--- config.mk ---
export PLATFORM = sky130hd
export DESIGN_NAME = datapath
export DESIGN_NICKNAME = d
export VERILOG_FILES = /design/src/rtl/datapath.sv
export SDC_FILE = /design/constraint.sdc
export NUM_CORES = 1
export LEC_CHECK = 0
export CAP_MARGIN = 20
export CELL_PAD_IN_SITES_DETAIL_PLACEMENT = 1
export CELL_PAD_IN_SITES_GLOBAL_PLACEMENT = 1
export CORE_ASPECT_RATIO = 1.25
export CORE_MARGIN = 10
export CORE_UTILIZATION = 50
export CTS_CLUSTER_DIAMETER = 40
export DETAILED_ROUTE_END_ITERATION = 10
export PLACE_DENSITY = 0.81
export SKIP_LAST_GASP = 1
export SYNTH_ARGS = -nofsm -noshare
export SYNTH_HDL_FRONTEND = slang
export SYNTH_HIERARCHICAL = 1
export SYNTH_SLANG_ARGS = --single-unit
--- constraint.sdc ---
create_clock -name clk -period 4.9 [get_ports clk]
set_input_delay 0.98 -clock clk [delete_from_list [all_inputs] [get_ports clk]]
set_output_delay 0.98 -clock clk [all_outputs]
set_load 0.02 [all_outputs]
--- src/rtl/datapath.sv ---
// Single-cycle accumulator datapath: PC/IR fetch, 16x8 register file, ALU, ACC and z/c flags.
// Define REGFILE_RESET_EN to clear the register file on reset; otherwise it keeps its contents.
module datapath_alu (
  input  logic [3:0] sel,
  input  logic [7:0] a,
  input  logic [7:0] b,
  input  logic [7:0] imm,
  output logic [7:0] res,
  output logic       cy
);
  logic [8:0] r;

  // Bit 8 of r is the carry for every operation, so each case places its carry there.
  always_comb begin
    r = {1'b0, a};
    case (sel)
      4'b1000: r = {1'b0, a} + {1'b0, b};
      4'b1100: r = {1'b0, a} - {1'b0, b};
      4'b0100: r = {1'b0, ~(a | b)};
      4'b0001: r = {a, 1'b0};
      4'b0011: r = {a[0], 1'b0, a[7:1]};
      4'b0010: r = {1'b0, imm};
      default: r = {1'b0, a};
    endcase
  end

  assign res = r[7:0];
  assign cy  = r[8];
endmodule

module datapath (
  input  logic       clk,
  input  logic       CLB,
  input  logic       LoadIR,
  input  logic       IncPC,
  input  logic       SelPC,
  input  logic       LoadPC,
  input  logic       LoadReg,
  input  logic       LoadAcc,
  input  logic [1:0] SelACC,
  input  logic [3:0] SelALU,
  input  logic [7:0] imem_data,
  output logic [7:0] imem_addr,
  output logic [3:0] op,
  output logic       z,
  output logic       c,
  output logic [7:0] acc
);
  logic [7:0]       pc, ir, acc_q;
  logic             z_q, c_q;
  logic [15:0][7:0] rf;
  logic [3:0]       rsel;
  logic [7:0]       imm, rdat, alu_res, acc_nxt;
  logic             alu_cy;

  assign rsel = ir[3:0];
  assign imm  = {4'h0, ir[3:0]};
  assign rdat = rf[rsel];

  datapath_alu u_alu (
    .sel (SelALU),
    .a   (acc_q),
    .b   (rdat),
    .imm (imm),
    .res (alu_res),
    .cy  (alu_cy)
  );

  always_comb begin
    acc_nxt = acc_q;
    case (SelACC)
      2'b00:   acc_nxt = imm;
      2'b01:   acc_nxt = rdat;
      2'b10:   acc_nxt = alu_res;
      default: acc_nxt = acc_q;
    endcase
  end

  always_ff @(posedge clk) begin
    if (!CLB) begin
      pc    <= 8'h00;
      ir    <= 8'h00;
      acc_q <= 8'h00;
      z_q   <= 1'b0;
      c_q   <= 1'b0;
    end else begin
      if (LoadPC)     pc <= SelPC ? rdat : imm;
      else if (IncPC) pc <= pc + 8'h01;
      if (LoadIR)  ir    <= imem_data;
      if (LoadAcc) acc_q <= acc_nxt;
      if (LoadAcc && SelACC == 2'b10) begin
        z_q <= (alu_res == 8'h00);
        c_q <= alu_cy;
      end
    end
  end

  // Register writes take the pre-edge ACC, so a same-cycle ACC load is not visible here.
`ifdef REGFILE_RESET_EN
  always_ff @(posedge clk) begin
    if (!CLB)         rf <= '0;
    else if (LoadReg) rf[rsel] <= acc_q;
  end
`else
  always_ff @(posedge clk) begin
    if (CLB && LoadReg) rf[rsel] <= acc_q;
  end
`endif

  assign imem_addr = pc;
  assign op        = ir[7:4];
  assign acc       = acc_q;
  assign z         = z_q;
  assign c         = c_q;
endmodule

Word-level counts from Yosys, hierarchy flattened:

Cells that the tools add are included.

* register bits after elaboration: 154
* input port bits: 22
* output and inout bits: 22
* logic and storage cells: 54

* add/sub/neg operators: 3
* magnitude comparators: 2
* equality and inequality tests: 8
* multiplexer cells: 10
* bitwise operators: 2
* reduce and logical (&&, ||, !) cells: 8

Operators by type and width (count)
* bitwise mux 128 bit: 1
* case mux 9 bit (6 select lines): 1
* two-way mux 8 bit: 5
* binary-select mux 8 bit (select 4 bit): 1
* demux 8 bit (select 4 bit): 1
* case mux 8 bit (3 select lines): 1
* adder 8 x 8 -> 9 bit: 1
* subtractor 8 x 8 -> 9 bit: 1
* adder 8 x 1 -> 8 bit, second input constant: 1
* == test 4 x 2 -> 1 bit, second input constant: 2
* == test 4 bit, second input constant: 2
* zero test 8 bit: 1
* inverter 8 bit: 1
* OR 8 bit: 1
* less-than comparator 4 x 5 -> 1 bit, second input constant: 1
* == test 4 x 1 -> 1 bit, second input constant: 1
* == test 4 x 3 -> 1 bit, second input constant: 1
* >= comparator 4 x 1 -> 1 bit, second input constant: 1
* logical AND 1 bit: 3
* nonzero test 3 bit: 1
* == test 2 x 1 -> 1 bit, second input constant: 1
* == test 2 bit, second input constant: 1
* zero test 2 bit: 1
* AND reduction 2 bit: 1
* nonzero test 2 bit: 1

Longest topological paths before layout:

Gate-level depths: netlist (run 1).

* depth in word-level cells: 6
* gate-level depth with buffers: 19
* mapped depth without buffers: 17

Modules after synthesis:

Netlist (run 1), hierarchy kept.

By module, submodules not included
* datapath: times used 1, cells an instance 381, area an instance 6429.9 µm², seq. area each 4364.2 µm²
* datapath_alu: times used 1, cells an instance 160, area an instance 1054.8 µm², seq. area each 0.0 µm²

Worst setup path before layout (run 1):

Ideal clock, no wire load.

* kind: register -> register
* from: register ir[0]
* to: register z_q, in the netlist z
* setup time: 0.076 ns
* arrival time: 3.811 ns
* required time: 4.824 ns
* path slack: 1.014 ns
* stages on the path, launching flop included: 20
* buffers on the path: 2
* period minus slack after synthesis: 3.886 ns
* path through: dfxtp_1 -> buf_6 -> buf_6 -> mux4_1 -> a22oi_2 -> nand2_2 -> inv_1 -> ha_1 -> nor3b_1 -> nor2_1 -> xnor2_1 -> ha_1 -> o211ai_1 -> o21ai_1 -> xor2_1 -> a221oi_2 -> nor2_1 -> nor4_1 -> nand4_1 -> a21boi_0

* elaborated cells on any way between the ends: 8
* classes of those cells: add/sub (2); mux (3); bitwise (2); reduce/logical (1)

RTL lines
* start, declared: RTL line 49 `logic [7:0] pc, ir, acc_q;`
* start signal, assigned: RTL line 89 `if (LoadIR) ir <= imem_data;`
* binary-select mux 8 bit (select 4 bit) *: RTL line 58 `assign rdat = rf[rsel];`
* two-way mux 8 bit (implied by the code) *: RTL line 58
* named net rdat[0]: RTL line 53 `logic [7:0] imm, rdat, alu_res, acc_nxt;`
* subtractor 8 x 8 -> 9 bit or adder 8 x 8 -> 9 bit (tied branches): RTL line 18, 17
* case mux 9 bit (6 select lines) *: RTL line 16 `case (sel)`
* named net alu_res[6]: RTL line 53
* zero test 8 bit *: RTL line 92 `z_q <= (alu_res == 8'h00);`
* end signal, assigned: RTL line 92
* end, declared: RTL line 50 `logic z_q, c_q;`

Mark *: on every way through the listed nets, which the timed path passes. The rest lies on a longest branch. The select of a mux whose other input is x is not followed.
A chain may end at the register's enable or synchronous reset.

Worst setup path in the final report (run 1):

* from: register ir[1]
* to: register z_q, in the netlist z

Same word-level chain as after synthesis.

==> flow_summary.ini, run 1 <==
[floorplan]
core_area_sq_um = 14530
die_area_sq_um = 20290
initial_core_util_pct = 51.51
dieWidth_um = 129.4
io-pin-count = 44
num_rows = 49
fp.dieH_um = 156.8

[layout]
design_area_sq_um = 8713
fin_cells = 781
multiInputGateArea_sq_um = 2879
areaGrowthSynthToFinish_pct = 16.42
drive_gt1_share_pct = 14.10
fillCellCount = 1394
nNetsFinal = 627
seq_area_sq_um = 4373
diodes = 0

[route]
drt_iter0_drc = 455
drt-total-wl_um = 20990
viasPerCell = 6.335
drc = 0
wl_per_cell_um = 26.87
vias = 4948
first_pass_iters = 5
routed.top_layer = met4
wl_met2_um = 10950
dr_wl_met3_um = 961
drtAntennaViolNets = 0
drt-met1-wl_um = 8450

[worst_setup_path]
crit_path_cell_trace = mux4_2, a22oi_1, nand2_1, nor4_1, a21oi_1, xnor2_1, ha_1, o211ai_1, o21ai_1, xor2_1, a221oi_2, nor2_1, nor4_1, nand4_1, a21boi_0
rrSetupSlack_ns = 0.32
end_kind = flop
cpLargestDelayFamily = compound AO/OA/AOI/OAI gates
worst_setup_path_start_kind = flop
worst_path_most_repeated_cell = nor4_1
worstSetupPathType = reg2reg
ff2ff_path_depth = 15
critPathBufInv = 0
cp_max_fo = 29
crit_required_ns = 5.26
cpPeakStageDelay_ns = 0.63
crit_arrival_ns = 4.94
r2r-end = z
cpMaxStageDelayCell = dfxtp_4
regToRegStartpoint = ir[1]

[timing]
layout_setup_ws_ns = 0.3194
setup_viol = 0
rsz0062_at_grt = false
slew_viol_final = 0
worst_pin_slew_ns = 1.074
period_minus_slack_ns = 4.581
clock_skew_ns = 0.006000
finalHoldViolCount = 0
fmax_ghz = 0.2183
post-route-period-util_pct = 93.48
finalSetupTns_ns = 0
slew_headroom_pct = 28.31

[logic_synthesis]
async_reset_ff_share_pct = 0
yosys.area.top_type = edfxtp_1
synthFlopType = edfxtp_1
synth.most_common_cell = edfxtp_1
syn_avg_cell_area_sq_um = 13.83
netlist_top_cells_count = edfxtp_1 (128), nor2_1 (46), dfxtp_1 (26), nand2_1 (20), nor2b_1 (19)
netlist_instances = 541
yosys-top-cells-area = edfxtp_1 (51%), dfxtp_1 (7.0%), mux4_1 (5.6%), mux4_2 (4.8%), ha_1 (2.3%)
synth_top_area_share_pct = 51.35
ys_ff_latch = 154
synth_cell_types = 65
yosysSeqAreaShare_pct = 58.31
synth_edf_count = 128
yosys_warnings = 6
synth_area_sq_um = 7485

[min_path]
hp-start = c
min_path_cells = 2
worstHoldEndpoint = c
min_path_type = reg2reg

[clocking]
clk_pin_slew_ns = 0.06
cts_num_sinks = 154
htree_levels = 4
cts_root_buf = clkbuf_16
cts_tree = done
cts_buffers = 17
cts_hold_repair.buffers = 0
worst_skew_pair.late_latency_ns = 0.43
clockBufferDepth = 2
cts_setup_buffers = 0

[grt]
grt_pass1_wl_um = 32430
grt_pass1_vias = 5317
overflow = 0
antenna_found_initial = 0
grt_max_degree = 32
grt_use_total_pct = 21.42

[pwr]
ir_worst_vdd_mv = 0.2102
power_leakage_nw = 3.015
cellPowerDensity_nw_per_um2 = 380.8
power_w = 0.003318

[placement]
place.gp.congestion = 0.9150
dpl-instance-area_sq_um = 8083
dp_worst_setup_slack_ns = 0.1856
hpwl_um = 14220
numPortBuffers = 43
dp.cells = 749

[outcome]
status = complete, no violations

[run]
drv_cap = 0
[sequential cells by signal, indices dropped and copies added (netlist names)]
name	flops
rf	128
ir	8
imem_addr	8
c	1
z	1
acc	8
[cells by family (layout without fill, tap and decap cells)]
group | count (synthesis) | after routing | share of synthesized area (%)
other | 1 | 4 | 0.05010
adders and majority gates | 15 | 15 | 2.608
AOI/OAI and AO/OA | 100 | 100 | 10.11
buffers and inverters | 48 | 107 | 3.377
DFF | 154 | 154 | 58.31
xor gates and xnor gates | 19 | 19 | 2.223
and+or+nand+nor | 156 | 156 | 10.70
muxes | 48 | 48 | 12.62
[placed cells by master (no fill, tap or decap), types with 9 or more instances in the layout]
| cell type | instances |
|---|---|
| clkdlybuf4s50_1 | 43 |
| o21ai_0 | 12 |
| inv_1 | 15 |
| ha_1 | 14 |
| mux4_2 | 16 |
| nor2b_1 | 19 |
| dfxtp_1 | 23 |
| nand2_1 | 20 |
| nand2b_1 | 14 |
| a21oi_1 | 13 |
| edfxtp_1 | 128 |
| mux4_1 | 16 |
| mux2i_1 | 13 |
| nor2_1 | 46 |
| clkbuf_16 | 17 |
| nand3_1 | 11 |
| xnor2_1 | 13 |
| o21ai_1 | 9 |
| buf_4 | 17 |
| nor3_1 | 11 |
[report_power, final]
| group | switching (W) | internal (W) | total [W] | leakage, nW |
|---|---|---|---|---|
| clock network | 0.000538 | 0.000859 | 0.00140 | 0.302 |
| logic | 0.000246 | 0.000188 | 0.000435 | 1.31 |
| registers | 0.0000478 | 0.00144 | 0.00149 | 1.40 |
| total | 0.000832 | 0.00249 | 0.00332 | 3.01 |
[worst max path at each step]
stage	from	to	slack, ns	cells after the start
6_report	ir[1]	z	0.32	15
3_5_place_dp	ir[1]	z	0.19	18
2_1_floorplan	ir[0]	z	1.01	19
3_3_place_gp	ir[1]	z	0.18	15
5_1_grt	ir[1]	z	0.06	15
4_1_cts	ir[1]	z	0.15	15
[timing repair]
action	CTS	global route
hold endpoints to repair	0	0
setup endpoints to repair	0	1
gates resized for setup	0	3
[metrics by stage]
step	utilization, %	hold slack [ns]
5_1_grt	59.97	0.5167
3_5_place_dp	55.63	0.4643
2_1_floorplan	-	0.4840
4_1_cts	59.92	0.4723
3_3_place_gp	55.63	0.4547
6_report	59.97	0.4688
[layout make-up]
type / count / share of cell area [%]
clock inverter: 13 / 2.197
sequential: 154 / 50.19
inverter: 15 / 0.6462
clock buffer: 19 / 4.968
multi-input combinational: 342 / 33.04
tap: 178 / 2.556
timing repair buffer: 60 / 6.404
[metal layers]
layer / GRT usage, % / vias to the layer above
met5: 0 / -
met3: 3.212 / 35
li1: - / 2195
met4: 9.710 / 0
met1: 26.32 / 2536
met2: 36.43 / 182
[worst register-to-register path, cell delays in order (launching register included)]
cell and delay, ns:
dfxtp_4 0.63, mux4_2 0.60, a22oi_1 0.37, nand2_1 0.24
nor4_1 0.47, a21oi_1 0.17, xnor2_1 0.16, ha_1 0.37
o211ai_1 0.11, o21ai_1 0.26, xor2_1 0.14, a221oi_2 0.34
nor2_1 0.11, nor4_1 0.28, nand4_1 0.11, a21boi_0 0.15
(Power assumes the default switching activity.)
==> inputs of run 2 (changes only) <==
- clock period: 4.9 -> 5.2 ns (I/O delays scaled with it)
==> run 2 against run 1 <==
Final area is 0.46% lower. Sequential power is 6% lower. Global-route usage is 0.34 points lower. Largest power group unchanged.
==> flow_summary.ini, run 2 (synthesis results as in run 1) <==
[layout]
mostFrequentLayoutCells = edfxtp_1 (128), nor2_1 (46), clkdlybuf4s50_1 (43)
areaGrowthSynthToFinish_pct = 15.88
drive_gt1_share_pct = 14.43
largest_reg_flops = 128
diodes = 0
fin_cells = 781
seq_area_sq_um = 4373
final_common_cell = edfxtp_1
design_area_sq_um = 8673
fillCellCount = 1386
multiInputGateArea_sq_um = 2879
nNetsFinal = 627
largest_register = rf

[worst_setup_path]
cpLargestDelayFamily = simple AND/OR/NAND/NOR gates
crit_arrival_ns = 4.96
worst_path_most_repeated_cell = nor2_1
cpPeakStageDelay_ns = 0.67
crit_required_ns = 5.54
crit_path_cell_trace = mux4_2, a22oi_1, nand2_1, nor3b_1, nor2_1, xnor2_1, ha_1, o211ai_1, o21ai_1, xor2_1, a221oi_2, nor2_1, nor4_1, nand4_1, a21boi_0
worst_setup_path_start_kind = flop
cpMaxStageDelayCell = dfxtp_4
cp_max_fo = 31
critPathBufInv = 0
worstSetupPathType = reg2reg
end_kind = flop

[grt]
grt_pass1_vias = 5309
grt_use_total_pct = 21.08
antenna_found_initial = 0
grt_pass1_wl_um = 32100
grt_max_degree = 32
overflow = 0

[clocking]
clockBufferDepth = 2
cts_tree = done
cts_buffers = 17
cts_root_buf = clkbuf_16
cts_num_sinks = 154
worst_skew_pair.late_latency_ns = 0.42
htree_levels = 4
clk_pin_slew_ns = 0.07
cts_hold_repair.buffers = 0

[min_path]
min_path_type = reg2reg

[placement]
dpl-instance-area_sq_um = 8083
hpwl_um = 14150
dp.cells = 749
numPortBuffers = 43
place.gp.congestion = 0.9302

[run]
drv_cap = 0

[timing]
finalSetupTns_ns = 0
period_minus_slack_ns = 4.618
setup_viol = 0
rsz0062_at_grt = false
slew_viol_final = 0
finalHoldViolCount = 0
fmax_ghz = 0.2165
post-route-period-util_pct = 88.81
slew_headroom_pct = 30.96
clock_skew_ns = 0.01418
worst_pin_slew_ns = 1.032

[route]
drt-total-wl_um = 20530
drtAntennaViolNets = 0
first_pass_iters = 5
wl_per_cell_um = 26.29
viasPerCell = 6.307
vias = 4926
drc = 0
drt_iter0_drc = 529

[pwr]
power_leakage_nw = 2.995
p_sw_w = 0.0008123
p_int_w = 0.002210
ir_worst_vdd_mv = 0.1653
power_frac_comb_pct = 13.8
sw_frac_of_total_pct = 26.88
p_clk_share_pct = 40.1
cellPowerDensity_nw_per_um2 = 348.4
p_seq_share_pct = 46.2

[floorplan]
num_rows = 49
fp.dieH_um = 156.8
io-pin-count = 44
core_area_sq_um = 14530
initial_core_util_pct = 51.51
die_area_sq_um = 20290
dieWidth_um = 129.4

[outcome]
status = complete, no violations
-- run 2: worst register-to-register path: stages, from the launching register on --
cell and delay (ns):
dfxtp_4 0.67, mux4_2 0.60, a22oi_1 0.38, nand2_1 0.25, nor3b_1 0.53, nor2_1 0.11
xnor2_1 0.17, ha_1 0.36, o211ai_1 0.10, o21ai_1 0.22, xor2_1 0.13, a221oi_2 0.30
nor2_1 0.10, nor4_1 0.28, nand4_1 0.13, a21boi_0 0.21
-- run 2: worst paths after layout --
kind	start	to	slack [ns]	cells after the start
worst max-delay path	ir[1]	z	0.58	15
worst min-delay path	c	c	0.47	2
worst max register to register	ir[1]	z	0.58	15
worst min register to register	c	c	0.47	2
-- run 2: what timing repair did --
action | 4_1_cts | 5_1_grt
setup endpoints to repair | 0 | 1
setup buffers | 0 | 0
resized for setup | 0 | 3
-- run 2: metrics by stage --
stage | worst slack, ns | utilization [%] | hold WS (ns) | total power [W]
after global placement | 0.4817 | 55.63 | 0.4549 | 0.001822
after global routing | 0.1805 | 59.69 | 0.5304 | 0.003131
final | 0.5819 | 59.69 | 0.4675 | 0.003022
after CTS | 0.3224 | 59.65 | 0.4739 | 0.003040
after detailed placement | 0.3758 | 55.63 | 0.4645 | 0.001834
after floorplan | 1.314 | - | 0.4840 | 0.001686
-- run 2: power by group through the flow --
stage	logic, W	registers (W)	clock network [W]
floorplan	0.000274	0.00141	0
global placement	0.000403	0.00142	0
detailed placement	0.000411	0.00142	0
CTS	0.000415	0.00140	0.00123
global route	0.000450	0.00140	0.00128
finish	0.000416	0.00140	0.00121
-- run 2: layout make-up --
class	count	share of cell area [%]
sequential	154	50.42
timing repair buffer	60	6.434
clock buffer	17	4.905
inverter	15	0.6492
clock inverter	15	1.832
tap	178	2.568
multi-input combinational	342	33.19
-- run 2: routing by layer --
metal  routed length (um)  track usage, %
met5                    0               0
met4                  549           7.886
met3                  794           3.144
met2                11050           37.41
met1                 8141           25.20
==> inputs of run 3 (changes only) <==
- CORE_ASPECT_RATIO: 1.25 -> not set
==> run 3 against run 2 <==
Highest routed layer unchanged. Combinational power barely moved. Power down 2.5%. Register-to-register slack worse by 0.11 ns. Utilization decreased by 0.47 points. Worst hold slack better by 0.013 ns. Final cell count rose by 0.64%. Non-clock buffer count increased by 1. Clock skew shrank 0.0055 ns.
==> flow_summary.ini, run 3 (synthesis results as in run 1) <==
[timing]
clock_skew_ns = 0.008654
worst_pin_slew_ns = 1.010
post-route-period-util_pct = 90.86
finalHoldViolCount = 0
slew_viol_final = 0
setup_viol = 0
period_minus_slack_ns = 4.725
rsz0062_at_grt = false
slew_headroom_pct = 32.39
finalSetupTns_ns = 0
fmax_ghz = 0.2117

[clocking]
cts_buffers = 17
cts_num_sinks = 154
clk_pin_slew_ns = 0.06
cts_setup_buffers = 0
clockBufferDepth = 2
cts_tree = done
htree_levels = 4
worst_skew_pair.late_latency_ns = 0.43
cts_root_buf = clkbuf_16

[layout]
fin_cells = 786
final_common_cell = edfxtp_1
fillCellCount = 1417
diodes = 0
mostFrequentLayoutCells = edfxtp_1 (128), nor2_1 (46), clkdlybuf4s50_1 (43)
largest_register = rf
drive_gt1_share_pct = 13.79
areaGrowthSynthToFinish_pct = 15.43
design_area_sq_um = 8640
largest_reg_flops = 128
nNetsFinal = 628

[floorplan]
io-pin-count = 44
core_area_sq_um = 14590
dieWidth_um = 142.4
die_area_sq_um = 20260
initial_core_util_pct = 51.30
num_rows = 44
fp.dieH_um = 142.4

[route]
drtAntennaViolNets = 0
vias = 5061
first_pass_iters = 6
drt-total-wl_um = 20330
drc = 0
drt_iter0_drc = 527
wl_per_cell_um = 25.86
viasPerCell = 6.439

[outcome]
status = complete, no violations

[worst_setup_path]
end_kind = flop
crit_path_cell_trace = mux4_2, a22oi_2, nand2_2, inv_1, ha_1, nor3b_1, nor2_1, xnor2_1, ha_1, o211ai_1, o21ai_1, xor2_1, a221oi_2, nor2_1, nor4_1, nand4_1, a21boi_0
cp_max_fo = 31
worst_setup_path_start_kind = flop
cpPeakStageDelay_ns = 0.68
r2r-end = z
crit_required_ns = 5.55
crit_arrival_ns = 5.07
ff2ff_path_depth = 17
regToRegStartpoint = ir[0]
rrSetupSlack_ns = 0.48
worstSetupPathType = reg2reg
cpMaxStageDelayCell = dfxtp_4

[placement]
numPortBuffers = 43
dpl-instance-area_sq_um = 8098
hpwl_um = 13770
place.gp.congestion = 0.8378
dp.cells = 756

[min_path]
min_path_type = reg2reg
min_path_cells = 2
worstHoldEndpoint = z
hp-start = z

[grt]
grt_pass1_wl_um = 31280
overflow = 0
grt_pass1_vias = 5189
antenna_found_initial = 0
grt_use_total_pct = 20.33
grt_max_degree = 34

[run]
drv_cap = 0

[pwr]
power_leakage_nw = 2.974
power_w = 0.002946
ir_worst_vdd_mv = 0.2341
cellPowerDensity_nw_per_um2 = 341.0
[run 3: cell count changes in the layout (fill, tap and decap cells not counted), sizes merged]
cell,previous run,this run
clkinvlp,2,1
inv,22,16
clkbuf,17,20
buf,17,18
clkinv,5,7
[run 3: worst max-delay path by stage]
stage	slack, ns	startpoint	endpoint
after floorplan	1.31	ir[0]	z
after global placement	0.49	ir[0]	z
after detailed placement	0.30	ir[0]	z
after CTS	0.23	ir[0]	z
after global routing	0.12	ir[0]	z
final	0.48	ir[0]	z
[run 3: per-layer routing]
layer  global-route usage, %  routed length, um
met4                   6.656                417
met1                   27.10               8508
met2                   32.26              10040
met5                       0                  0
met3                   4.640               1362
[run 3: power breakdown]
| group | internal (W) | switching [W] |
|---|---|---|
| logic | 0.000179 | 0.000236 |
| clock network | 0.000654 | 0.000481 |
| registers | 0.00136 | 0.0000410 |
| total | 0.00219 | 0.000757 |
[run 3: area by class of cell]
class / count / area, sq um / share of cell area, %
tap: 184 / 230.2 / 2.665
clock inverter: 10 / 98.84 / 1.144
inverter: 15 / 56.30 / 0.6517
timing repair buffer: 61 / 565.5 / 6.546
clock buffer: 20 / 436.7 / 5.054
multi-input combinational: 342 / 2879 / 33.32
sequential: 154 / 4373 / 50.62
[run 3: timing repair]
action | in CTS | in global routing
gates resized for setup | 0 | 3
hold endpoints to repair | 0 | 0
endpoints found under the setup margin | 0 | 1
hold buffers | 0 | 0
[run 3: stage by stage]
| step | setup slack (ns) | utilization, % | hold WS [ns] |
|---|---|---|---|
| floorplan | 1.314 | - | 0.4840 |
| global placement | 0.4903 | 55.51 | 0.4494 |
| detailed placement | 0.2980 | 55.51 | 0.4756 |
| CTS | 0.2274 | 59.18 | 0.4838 |
| global route | 0.1169 | 59.22 | 0.5022 |
| finish | 0.4754 | 59.22 | 0.4806 |
[run 3: worst max-delay path: cells and delay by family (launching register included)]
family	cells	cell delay, ns
AO/OA/AOI/OAI	5	1.08
XOR/XNOR	2	0.29
adder cells (fa/ha/maj)	2	0.53
buffers and inverters	1	0.12
flip-flops	1	0.68
multiplexers	1	0.61
AND/OR/NAND/NOR	6	1.32
